File: src/rtl/axi_lite_a32_d32_slave_regfile.sv
// AXI4-Lite A32/D32 register-file endpoint: NUM_REGS x 32-bit registers,
// independent read and write FSMs, registered responses.
module axi_lite_a32_d32_slave_regfile #(
    parameter int unsigned NUM_REGS  = 16,
    parameter logic [31:0] BASE_ADDR = 32'h0000_0000
) (
    input  logic        clk_wr,
    input  logic        rst_wr_n,
    input  logic [31:0] user_araddr,
    input  logic        user_arvalid,
    output logic        user_arready,
    input  logic [31:0] user_awaddr,
    input  logic        user_awvalid,
    output logic        user_awready,
    input  logic [31:0] user_wdata,
    input  logic [3:0]  user_wstrb,
    input  logic        user_wvalid,
    output logic        user_wready,
    output logic [31:0] user_rdata,
    output logic [1:0]  user_rresp,
    output logic        user_rvalid,
    input  logic        user_rready,
    output logic [1:0]  user_bresp,
    output logic        user_bvalid,
    input  logic        user_bready
);
    localparam int unsigned IW   = $clog2(NUM_REGS);
    localparam logic [31:0] SPAN = 32'(NUM_REGS * 4);
    localparam logic [1:0]  OKAY   = 2'b00;
    localparam logic [1:0]  SLVERR = 2'b10;

    typedef enum logic {R_IDLE, R_RESP} r_state_e;
    typedef enum logic [1:0] {W_IDLE, W_COMMIT, W_RESP} w_state_e;

    r_state_e    r_state_q, r_state_d;
    w_state_e    w_state_q, w_state_d;
    logic        rdy_en_q;
    logic [31:0] rdata_q, rdata_d;
    logic [1:0]  rresp_q, rresp_d;
    logic        aw_cap_q, aw_cap_d;
    logic        w_cap_q, w_cap_d;
    logic [31:0] awaddr_q, awaddr_d;
    logic [31:0] wdata_q, wdata_d;
    logic [3:0]  wstrb_q, wstrb_d;
    logic [1:0]  bresp_q, bresp_d;
    logic [31:0] regs_q [NUM_REGS];
    logic [31:0] regs_d [NUM_REGS];

    // 33-bit subtract: bit 32 is the borrow, set when addr < BASE_ADDR
    logic [32:0] ar_diff, aw_diff;
    logic        ar_hit, aw_hit;
    logic [IW-1:0] ar_idx, aw_idx;

    assign ar_diff = {1'b0, user_araddr} - {1'b0, BASE_ADDR};
    assign aw_diff = {1'b0, awaddr_q} - {1'b0, BASE_ADDR};
    assign ar_hit  = !ar_diff[32] && (ar_diff[31:0] < SPAN);
    assign aw_hit  = !aw_diff[32] && (aw_diff[31:0] < SPAN);
    assign ar_idx  = ar_diff[2 +: IW];
    assign aw_idx  = aw_diff[2 +: IW];

    // rdy_en_q holds all readies low during and on the edge of reset
    assign user_arready = rdy_en_q && (r_state_q == R_IDLE);
    assign user_awready = rdy_en_q && (w_state_q == W_IDLE) && !aw_cap_q;
    assign user_wready  = rdy_en_q && (w_state_q == W_IDLE) && !w_cap_q;
    assign user_rvalid  = (r_state_q == R_RESP);
    assign user_bvalid  = (w_state_q == W_RESP);
    assign user_rdata   = rdata_q;
    assign user_rresp   = rresp_q;
    assign user_bresp   = bresp_q;

    always_comb begin
        r_state_d = r_state_q;
        rdata_d   = rdata_q;
        rresp_d   = rresp_q;
        unique case (r_state_q)
            R_IDLE: begin
                if (user_arvalid && user_arready) begin
                    r_state_d = R_RESP;
                    rdata_d   = ar_hit ? regs_q[ar_idx] : 32'h0;
                    rresp_d   = ar_hit ? OKAY : SLVERR;
                end
            end
            R_RESP: begin
                if (user_rready) r_state_d = R_IDLE;
            end
            default: r_state_d = R_IDLE;
        endcase
    end

    always_comb begin
        w_state_d = w_state_q;
        aw_cap_d  = aw_cap_q;
        w_cap_d   = w_cap_q;
        awaddr_d  = awaddr_q;
        wdata_d   = wdata_q;
        wstrb_d   = wstrb_q;
        bresp_d   = bresp_q;
        regs_d    = regs_q;
        unique case (w_state_q)
            W_IDLE: begin
                if (user_awvalid && user_awready) begin
                    aw_cap_d = 1'b1;
                    awaddr_d = user_awaddr;
                end
                if (user_wvalid && user_wready) begin
                    w_cap_d = 1'b1;
                    wdata_d = user_wdata;
                    wstrb_d = user_wstrb;
                end
                if (aw_cap_d && w_cap_d) w_state_d = W_COMMIT;
            end
            W_COMMIT: begin
                if (aw_hit) begin
                    for (int b = 0; b < 4; b++) begin
                        if (wstrb_q[b]) regs_d[aw_idx][8*b +: 8] = wdata_q[8*b +: 8];
                    end
                end
                bresp_d   = aw_hit ? OKAY : SLVERR;
                aw_cap_d  = 1'b0;
                w_cap_d   = 1'b0;
                w_state_d = W_RESP;
            end
            W_RESP: begin
                if (user_bready) w_state_d = W_IDLE;
            end
            default: w_state_d = W_IDLE;
        endcase
    end

    always_ff @(posedge clk_wr) begin
        if (!rst_wr_n) begin
            rdy_en_q  <= 1'b0;
            r_state_q <= R_IDLE;
            rdata_q   <= '0;
            rresp_q   <= '0;
            w_state_q <= W_IDLE;
            aw_cap_q  <= 1'b0;
            w_cap_q   <= 1'b0;
            awaddr_q  <= '0;
            wdata_q   <= '0;
            wstrb_q   <= '0;
            bresp_q   <= '0;
            for (int i = 0; i < NUM_REGS; i++) regs_q[i] <= '0;
        end else begin
            rdy_en_q  <= 1'b1;
            r_state_q <= r_state_d;
            rdata_q   <= rdata_d;
            rresp_q   <= rresp_d;
            w_state_q <= w_state_d;
            aw_cap_q  <= aw_cap_d;
            w_cap_q   <= w_cap_d;
            awaddr_q  <= awaddr_d;
            wdata_q   <= wdata_d;
            wstrb_q   <= wstrb_d;
            bresp_q   <= bresp_d;
            regs_q    <= regs_d;
        end
    end
endmodule
File: config.mk
export PLATFORM = sky130hd
export DESIGN_NAME = axi_lite_a32_d32_slave_regfile
export DESIGN_NICKNAME = d
export VERILOG_FILES = /design/src/rtl/axi_lite_a32_d32_slave_regfile.sv
export SDC_FILE = /design/constraint.sdc
export NUM_CORES = 1
export LEC_CHECK = 0
export ABC_AREA = 1
export BUFFER_PORTS_ARGS = -buffer_cell sky130_fd_sc_hd__buf_2
export CORE_ASPECT_RATIO = 0.6
export CORE_UTILIZATION = 46
export CTS_CLUSTER_DIAMETER = 60
export CTS_CLUSTER_SIZE = 8
export DETAILED_ROUTE_END_ITERATION = 12
export GPL_ROUTABILITY_DRIVEN = 0
export HOLD_SLACK_MARGIN = 0.06
export PLACE_DENSITY = 0.73
export SYNTH_ARGS = -nofsm -noshare
export SYNTH_HDL_FRONTEND = slang
export SYNTH_SLANG_ARGS = --single-unit
File: constraint.sdc
create_clock -name clk_wr -period 4.8 [get_ports clk_wr]
set_clock_uncertainty 0.05 [all_clocks]
set_input_delay 0.72 -clock clk_wr [delete_from_list [all_inputs] [get_ports clk_wr]]
set_output_delay 0.72 -clock clk_wr [all_outputs]
set_load 0.03 [all_outputs]
=== After elaboration in Yosys (flattened, before gate mapping) ===
Index checks and enable logic that the tools add are counted.

* Register bits: 622
* Latch bits: 0
* Output and inout port bits: 41
* Input port bits: 107
* Logic and storage cells: 98
* Memories: 0
* Memory bits (read-only): 0
* Memory bits (writable): 0

* Shift operators: 0
* Mux-type cells: 41
* Multipliers: 0
* Add/subtract/negate cells: 0
* Div/mod/pow operators: 0
* Order comparisons: 5
* Reduce and logical (&&, ||, !) cells: 18
* Bitwise operators: 3
* Equal/unequal tests: 4

{| class="wikitable"
|+ Operator list
! operator !! count
|-
| $mux W512 || 10
|-
| $bwmux W512 || 4
|-
| $demux W32 S4 || 4
|-
| $bmux W32 S4 || 1
|-
| $mux W32 || 4
|-
| $lt A32 B7 Y1 const B || 2
|-
| $mux W24 || 1
|-
| $mux W16 || 1
|-
| $ge A5 B5 Y1 const B || 2
|-
| $not A4 Y5 || 2
|-
| $reduce_and A2 Y1 || 5
|-
| $logic_and A1 B1 Y1 || 9
|-
| $mux W2 || 4
|-
| $mux W8 || 1
|-
| $mux W1 || 7
|-
| $pmux W1 S2 || 3
|-
| $pmux W2 S3 || 1
|-
| $lt A5 B1 Y1 const B || 1
|-
| $ne A2 B1 Y1 const B || 2
|-
| $eq A2 B1 Y1 const B || 1
|-
| $eq A2 B2 Y1 const B || 1
|-
| $logic_not A1 Y1 || 2
|-
| $logic_not A2 Y1 || 1
|-
| $reduce_bool A2 Y1 || 1
|-
| $not A1 Y1 || 1
|}

=== Logic depth before layout (Yosys ltp) ===
Gate-level depths: netlist of run 1.

* Depth after elaboration: 19
* Gate-level depth with buffers: 12

=== Least setup slack after synthesis of run 1 ===
No wires, ideal clock.

* Path type: register to register
* Start: register r_state_q (netlist: user_rvalid)
* End: register rdata_q[21] (netlist: user_rdata[21])
* Slack: 2711 ps
* Stages on the path, launching flop included: 9
* Path buffers: 1
* Arrival time: 1969 ps
* Period minus slack after synthesis: 2089 ps
* Path through: dfxtp_1 -> nor2_1 -> nand2_1 -> nor2_1 -> nand2_1 -> nor2_1 -> buf_2 -> nand3_1 -> a21oi_1

* Word-level cells in the longest chain between the ends: 4

{| class="wikitable"
|+ Ends and longest elaborated chain
! what !! line !! text
|-
| start: declaration || 35 || <nowiki>r_state_e r_state_q, r_state_d;</nowiki>
|-
| start signal: assignment || 146 || <nowiki>r_state_q <= r_state_d;</nowiki>
|-
| $not A1 Y1 (no line) || -- ||
|-
| $logic_and A1 B1 Y1 || 62 || <nowiki>assign user_arready = rdy_en_q && (r_state_q == R_IDLE);</nowiki>
|-
| net user_arready || 11 || <nowiki>output logic user_arready,</nowiki>
|-
| $logic_and A1 B1 Y1 || 77 || <nowiki>if (user_arvalid && user_arready) begin</nowiki>
|-
| $reduce_and A2 Y1 (no line) || -- ||
|-
| end signal: assignment || 147 || <nowiki>rdata_q <= rdata_d;</nowiki>
|-
| end: declaration || 38 || <nowiki>logic [31:0] rdata_q, rdata_d;</nowiki>
|}

The timed path passes the listed nets, and every way through them passes these cells.
A chain may end at the register's enable or synchronous reset.

=== Worst setup path in the final report of run 1 ===
* Start: register w_state_q[0]
* End: register regs_q[473] in the netlist's numbering

* Word-level cells in the longest chain between the ends: 2

{| class="wikitable"
|+ Ends and longest elaborated chain
! what !! line !! text
|-
| start: declaration || 36 || <nowiki>w_state_e w_state_q, w_state_d;</nowiki>
|-
| start signal: assignment || 149 || <nowiki>w_state_q <= w_state_d;</nowiki>
|-
| $eq A2 B1 Y1 || 99 || <nowiki>unique case (w_state_q)</nowiki>
|-
| $reduce_and A2 Y1 (no line) || -- ||
|-
| end signal: assignment || 156 || <nowiki>regs_q <= regs_d;</nowiki>
|-
| end: declaration || 46 || <nowiki>logic [31:0] regs_q [NUM_REGS];</nowiki>
|}

Every way passes these cells.

==> metrics.yaml, run 1 <==
power:
  vdd_drop_max_mv: 0.269
  p_leak_nw: 16.2
  powerDensity_mw_per_mm2: 318
drt:
  drt_first_pass_iters: 6
  vias_per_cell: 5.27
  first_iter_violations: 4733
  drt_wl_total_um: 107000
  drc: 0
  vias: 33800
  wl_per_cell_um: 16.7
  antenna_left: 0
worst_setup_path:
  cp.required_ns: 5.31
  slowest_delay_ns: 0.54
  path_delay_family: "simple AND/OR/NAND/NOR gates"
  cp_max_fo: 15
  cp.arrival_ns: 3.28
  worstPathCellList: "inv_2 -> nor2_4 -> nand2_1 -> nor2_2 -> nand2_1 -> nor2_4 -> buf_4 -> nand3_1 -> nand2_1 -> inv_1 -> nor2_1"
  worst-r2r-setup-slack_ns: 2.03
  criticalPathCategory: "reg -> reg"
  crit_path_end_kind: "register"
  critPathBufInv: 3
  cpMostUsedCell: "nand2_1"
  cp-start-kind: "register"
  slowest_stage: "nor2_4"
sta:
  tightest_slew_ns: 1.18
  max_freq_ghz: 0.361
  tns_ns: 0
  rsz0062_at_grt: "no"
  relSlewSlack: 0.210
  period_minus_slack_ns: 2.77
  setup_viol: 0
  finalHoldViolations: 0
  finalCritPeriodShare: 0.576
  slew_violations: 0
layout:
  diodes: 0
  drive_gt1_frac: 0.0715
  final_nets: 5537
  stdcell_count: 6414
  area_growth_pct: 10.0
cts:
  hold_buffers: 0
  postCtsSetupBuffers: 0
  ctsResizeCount: 0
  cts_root_buf: "clkbuf_16"
  tritoncts: "built"
  htree_levels: 3
  cts.sinks: 618
  clk_pin_slew_worst_paths_ns: 0.05
  cts_made_buffers: 87
  clkLatencyLatePin_ns: 0.63
  cts_max_path_buffers: 3
floorplan:
  design.core.area_mm2: 0.0723
  fp.dieW_um: 352
  die-area_mm2: 0.0747
  io-pin-count: 148
  die_height_um: 212
  start_util: 0.468
  placementRows: 76
place:
  dp.cells: 6316
  io_buffer_count: 141
  dp_hpwl_um: 63700
synth:
  synthCells: 5528
  synth_warnings: 0
  synth_area_mm2: 0.0338
  synth-seq-cells: 618
  yosysSeqAreaShare: 0.366
  ys_types: 24
  syn_area_per_cell_um2: 6.12
global_route:
  grt_pass1_vias: 29800
  top_usage_layer: "met1"
  antenna_found_initial: 0
  use_met2: 0.396
  grt_pass1_wl_um: 169000
  use_met3: 0.0533
  grt_max_degree: 144
  grt_usage: 0.282
  grt_overflow: 0
  grt.met1_usage: 0.435
worst_hold_path:
  hold_class: "in -> reg"
status:
  status: "finished, final reports clean"
run:
  drv_cap: 0
## cells by family (layout without fill, tap and decap cells)
kind of cell / Yosys count / after routing / share of synthesized area
buffers and inverters: 1478 / 1388 / 0.170
and+or+nand+nor: 3288 / 3288 / 0.443
AOI/OAI and AO/OA: 143 / 143 / 0.0213
DFF: 618 / 618 / 0.366
other: 1 / 2 / 0.000111
## placed cells by master (no fill, tap or decap)
master and n:
nand3_4 50, inv_1 1040, dfxtp_4 4, buf_4 57, inv_8 1, nor3_1 4, o21ai_0 42, clkinv_4 1
nand2_2 2, nand4_1 512, nand3_1 495, clkbuf_8 1, buf_12 16, a21oi_1 99, clkbuf_16 89, o21a_1 1
clkinv_1 32, inv_4 1, buf_8 1, buf_2 138, inv_2 3, inv_6 4, dfxtp_1 614, and2_0 1
a211oi_1 1, nand2_1 1650, conb_1 2, nor2_1 553, clkbuf_1 4, nor2_4 20, nor2_2 1
## final cells by class
cell class                      instances  area (um2)
Fill cell                            7149       35000
Multi-Input combinational cell       3433       15800
Sequential cell                       618       12400
Inverter                             1077        4050
Clock buffer                           93        2240
Timing Repair Buffer                  213        1470
Tap cell                              975        1220
Clock inverter                          5        43.8
## cells in the mapped netlist
master    instances  share of area
nand3_4          50          0.026
nor2_1          557          0.062
conb_1            1        0.00011
inv_2             3        0.00033
buf_6             1        0.00033
a211oi_1          1        0.00022
nand2_1        1652           0.18
buf_12            5         0.0030
o21ai_0          42         0.0062
and2_0            1        0.00018
inv_1          1042           0.12
buf_2            82          0.012
nor2_2           16         0.0030
dfxtp_1         618           0.37
buf_4             6         0.0013
clkinv_1         32         0.0035
nand4_1         512          0.095
nand3_1         495          0.073
a21oi_1          99          0.015
buf_1           100          0.011
o21a_1            1        0.00022
clkbuf_1        207          0.023
nor2_4            1        0.00033
nor3_1            4        0.00059
## flip-flops by register name, indices dropped and copies added, names as in the netlist
name / flops
aw_cap_q: 1
awaddr_q: 30
rdy_en_q: 1
regs_q: 512
user_bresp: 1
user_rdata: 32
user_rresp: 1
user_rvalid: 1
w_cap_q: 1
w_state_q: 2
wdata_q: 32
wstrb_q: 4
## where the power goes
part	internal, W	leakage [nW]	switching, W
combinational	0.000244	10.1	0.000848
sequential	0.00518	4.99	0.0000582
clock	0.00325	1.12	0.00227
total	0.00868	16.2	0.00318
## per-layer routing
| layer | wire length, um | vias up | part of all wire |
|---|---|---|---|
| met3 | 13600 | 156 | 0.13 |
| met4 | 1890 | 0 | 0.018 |
| met1 | 49300 | 15100 | 0.46 |
| met5 | 0 | - | 0 |
| li1 | - | 16800 | - |
| met2 | 42500 | 1812 | 0.40 |
## worst paths after layout
kind / cells past startpoint / end / from
setup / recovery: 11 / regs_q[473] / w_state_q[0]
hold / removal: 3 / wstrb_q[1] / user_wstrb[1]
setup reg to reg: 11 / regs_q[473] / w_state_q[0]
hold reg to reg: 2 / user_rresp[1] / user_rresp[1]
## stage by stage
step | hold WS (ns) | utilization | worst slack (ns) | cell area (um2) | total power [W]
floorplan | 0.394 | - | 2.71 | 33800 | 0.00601
global placement | 0.393 | 0.484 | 1.91 | 35000 | 0.00639
detailed placement | 0.403 | 0.484 | 1.90 | 35000 | 0.00640
CTS | 0.279 | 0.515 | 2.08 | 37200 | 0.0119
global route | 0.301 | 0.515 | 1.79 | 37200 | 0.0122
finish | 0.306 | 0.515 | 2.03 | 37200 | 0.0119
## worst register-to-register path: stages, from the launching register on
cell and delay [ns]:
dfxtp_1 0.38, inv_2 0.06, nor2_4 0.13, nand2_1 0.08
nor2_2 0.11, nand2_1 0.09, nor2_4 0.54, buf_4 0.45
nand3_1 0.48, nand2_1 0.20, inv_1 0.06, nor2_1 0.09
Note: power is estimated with default switching activity, not from simulation.
==> run 2: changes to the inputs <==
- clock period: 4.8 -> 2.6 ns (I/O delays scaled with it)
==> run 2 against run 1 <==
Against the previous run: critical endpoint is now regs_q[3]; die area did not move; sequential power up 84%; register-to-register slack worse by 1.7 ns; power rose by 87%; sequential share of layout area decreased by 1.2 points; critical path depth did not move; maximum frequency rose by 20%; sequential cell count stayed put; clock power is 86% higher; non-clock buffer count is 109 higher; final area is 3.7% higher.
==> metrics.yaml, run 2 (same netlist as run 1, synthesis figures left out) <==
status:
  status: "finished, final reports clean"
cts:
  htree_levels: 3  # unchanged
  clk_pin_slew_worst_paths_ns: 0.05  # about the same
  ctsResizeCount: 0  # unchanged
  cts_max_path_buffers: 3  # unchanged
  cts_root_buf: "clkbuf_16"
  clkLatencyLatePin_ns: 0.65  # +0.02 ns
  postCtsSetupBuffers: 0  # unchanged
  cts.sinks: 618  # unchanged
  cts_made_buffers: 87  # unchanged
  tritoncts: "built"
layout:
  diodes: 0  # unchanged
  stdcell_count: 6523  # +1.7%
  largest_reg_flops: 512  # unchanged
  top_register: "regs_q"
  drive_gt1_frac: 0.0789  # +0.00743
  fin_area_mm2: 0.0386  # +3.7%
  area_growth_pct: 14.1
  final_cell_mix: "nand2_1, inv_1, dfxtp_1"
  final_common_cell: "nand2_1"
  final_nets: 5646  # +2.0%
worst_setup_path:
  criticalPathCategory: "reg -> reg"
  cp_max_fo: 37  # +22
  critPathBufInv: 3  # unchanged
  slowest_stage: "nand3_1"
  crit_path_end_kind: "register"
  slowest_delay_ns: 0.47  # -0.07 ns
  worstPathCellList: "inv_2 -> nor2_4 -> nand2_1 -> nor2_2 -> nand2_1 -> nor2_4 -> buf_12 -> nand3_1 -> nand2_1 -> inv_1 -> nor2_1"
  path_delay_family: "simple AND/OR/NAND/NOR gates"
  cpMostUsedCell: "nand2_1"
  cp-start-kind: "register"
  cp.required_ns: 3.12  # -2.19 ns
  worst-r2r-setup-slack_ns: 0.29  # -1.75 ns
  cp.arrival_ns: 2.83  # -0.45 ns
place:
  place_area_mm2: 0.0357  # +2.1%
  io_buffer_count: 141  # unchanged
  dp.cells: 6365  # +0.78%
  dp_hpwl_um: 66800  # +4.9%
sta:
  finalHoldViolations: 0  # unchanged
  max_freq_ghz: 0.432  # +20%
  tns_ns: 0  # unchanged
  setup_viol: 0  # unchanged
  relSlewSlack: 0.418  # +0.208
  finalCritPeriodShare: 0.890  # +0.314
  period_minus_slack_ns: 2.31  # -0.453 ns
  slew_violations: 0  # unchanged
  tightest_slew_ns: 0.867  # -0.314 ns
  rsz0062_at_grt: "no"
global_route:
  grt_pass1_vias: 31200  # +4.4%
  grt_usage: 0.293  # +0.0108
  grt_overflow: 0  # unchanged
  grt_max_degree: 129  # -10%
  antenna_found_initial: 0  # unchanged
  grt_pass1_wl_um: 175000  # +3.8%
floorplan:
  design.core.area_mm2: 0.0723  # unchanged
  die_height_um: 212  # unchanged
  io-pin-count: 148  # unchanged
  die-area_mm2: 0.0747  # unchanged
  fp.dieW_um: 352  # unchanged
  start_util: 0.468  # unchanged
  placementRows: 76  # unchanged
drt:
  drc: 0  # unchanged
  drt_wl_total_um: 111000  # +3.6%
  dr_wl_met3_um: 13500  # -0.85%
  vias: 34300  # +1.5%
  first_iter_violations: 4255  # -10%
  antenna_left: 0  # unchanged
  dr_wl_met2_um: 44500  # +4.7%
  wl_per_cell_um: 17.0  # +1.9%
  vias_per_cell: 5.26  # -0.21%
  drt_first_pass_iters: 8  # +2
  topRoutingLayerUsed: "met4"
  wl_met1_um: 51000  # +3.3%
power:
  p_leak_nw: 16.8  # +3.8%
  vdd_drop_max_mv: 0.485  # +80%
  powerDensity_mw_per_mm2: 574  # +80%
worst_hold_path:
  hold_class: "in -> reg"
run:
  drv_cap: 0  # unchanged
-- run 2: power breakdown --
part	switching [W]	leakage [nW]	internal [W]	total, W
Combinational	0.00168	10.7	0.000593	0.00227
Clock	0.00420	1.13	0.00606	0.0103
Sequential	0.0000686	4.99	0.00957	0.00964
Total	0.00594	16.8	0.0162	0.0222
-- run 2: metrics by stage --
step	setup WS, ns	util	hold WS [ns]	power (W)
2_1_floorplan	0.511	-	0.368	0.0111
3_3_place_gp	0.447	0.494	0.400	0.0119
3_5_place_dp	0.366	0.494	0.404	0.0119
4_1_cts	0.338	0.534	0.0825	0.0222
5_1_grt	0.150	0.534	0.135	0.0227
6_report	0.286	0.534	0.105	0.0222
-- run 2: worst register-to-register path: cells and delay by family (launching register included) --
kind | cells | cell delay, ns
buf+inv | 3 | 0.47
flops | 1 | 0.39
simple gates | 8 | 1.36
-- run 2: cell type report --
cell class	count	area, um2
Tap cell	975	1220
Fill cell	7101	33700
Inverter	1077	4050
Timing Repair Buffer	322	2810
Clock inverter	4	42.5
Sequential cell	618	12400
Clock buffer	94	2270
Multi-Input combinational cell	3433	15800
-- run 2: what timing repair did --
action / CTS / global route
hold buffers: 60 / 0
endpoints found under the setup margin: 0 / 0
hold endpoints to repair: 60 / 0
-- run 2: routing by layer --
layer  global-route usage  up-vias
met2                0.421     1818
met1                0.436    15400
met3               0.0621      166
met4               0.0778        0
met5                    0        -
li1                     -    17000
-- run 2: path summary, 6_finish.rpt --
kind	from	end	cells after the start
setup reg to reg	w_state_q[0]	regs_q[3]	11
setup / recovery	w_state_q[0]	regs_q[3]	11
hold reg to reg	user_rdata[16]	user_rdata[16]	2
hold / removal	user_wdata[19]	wdata_q[19]	3
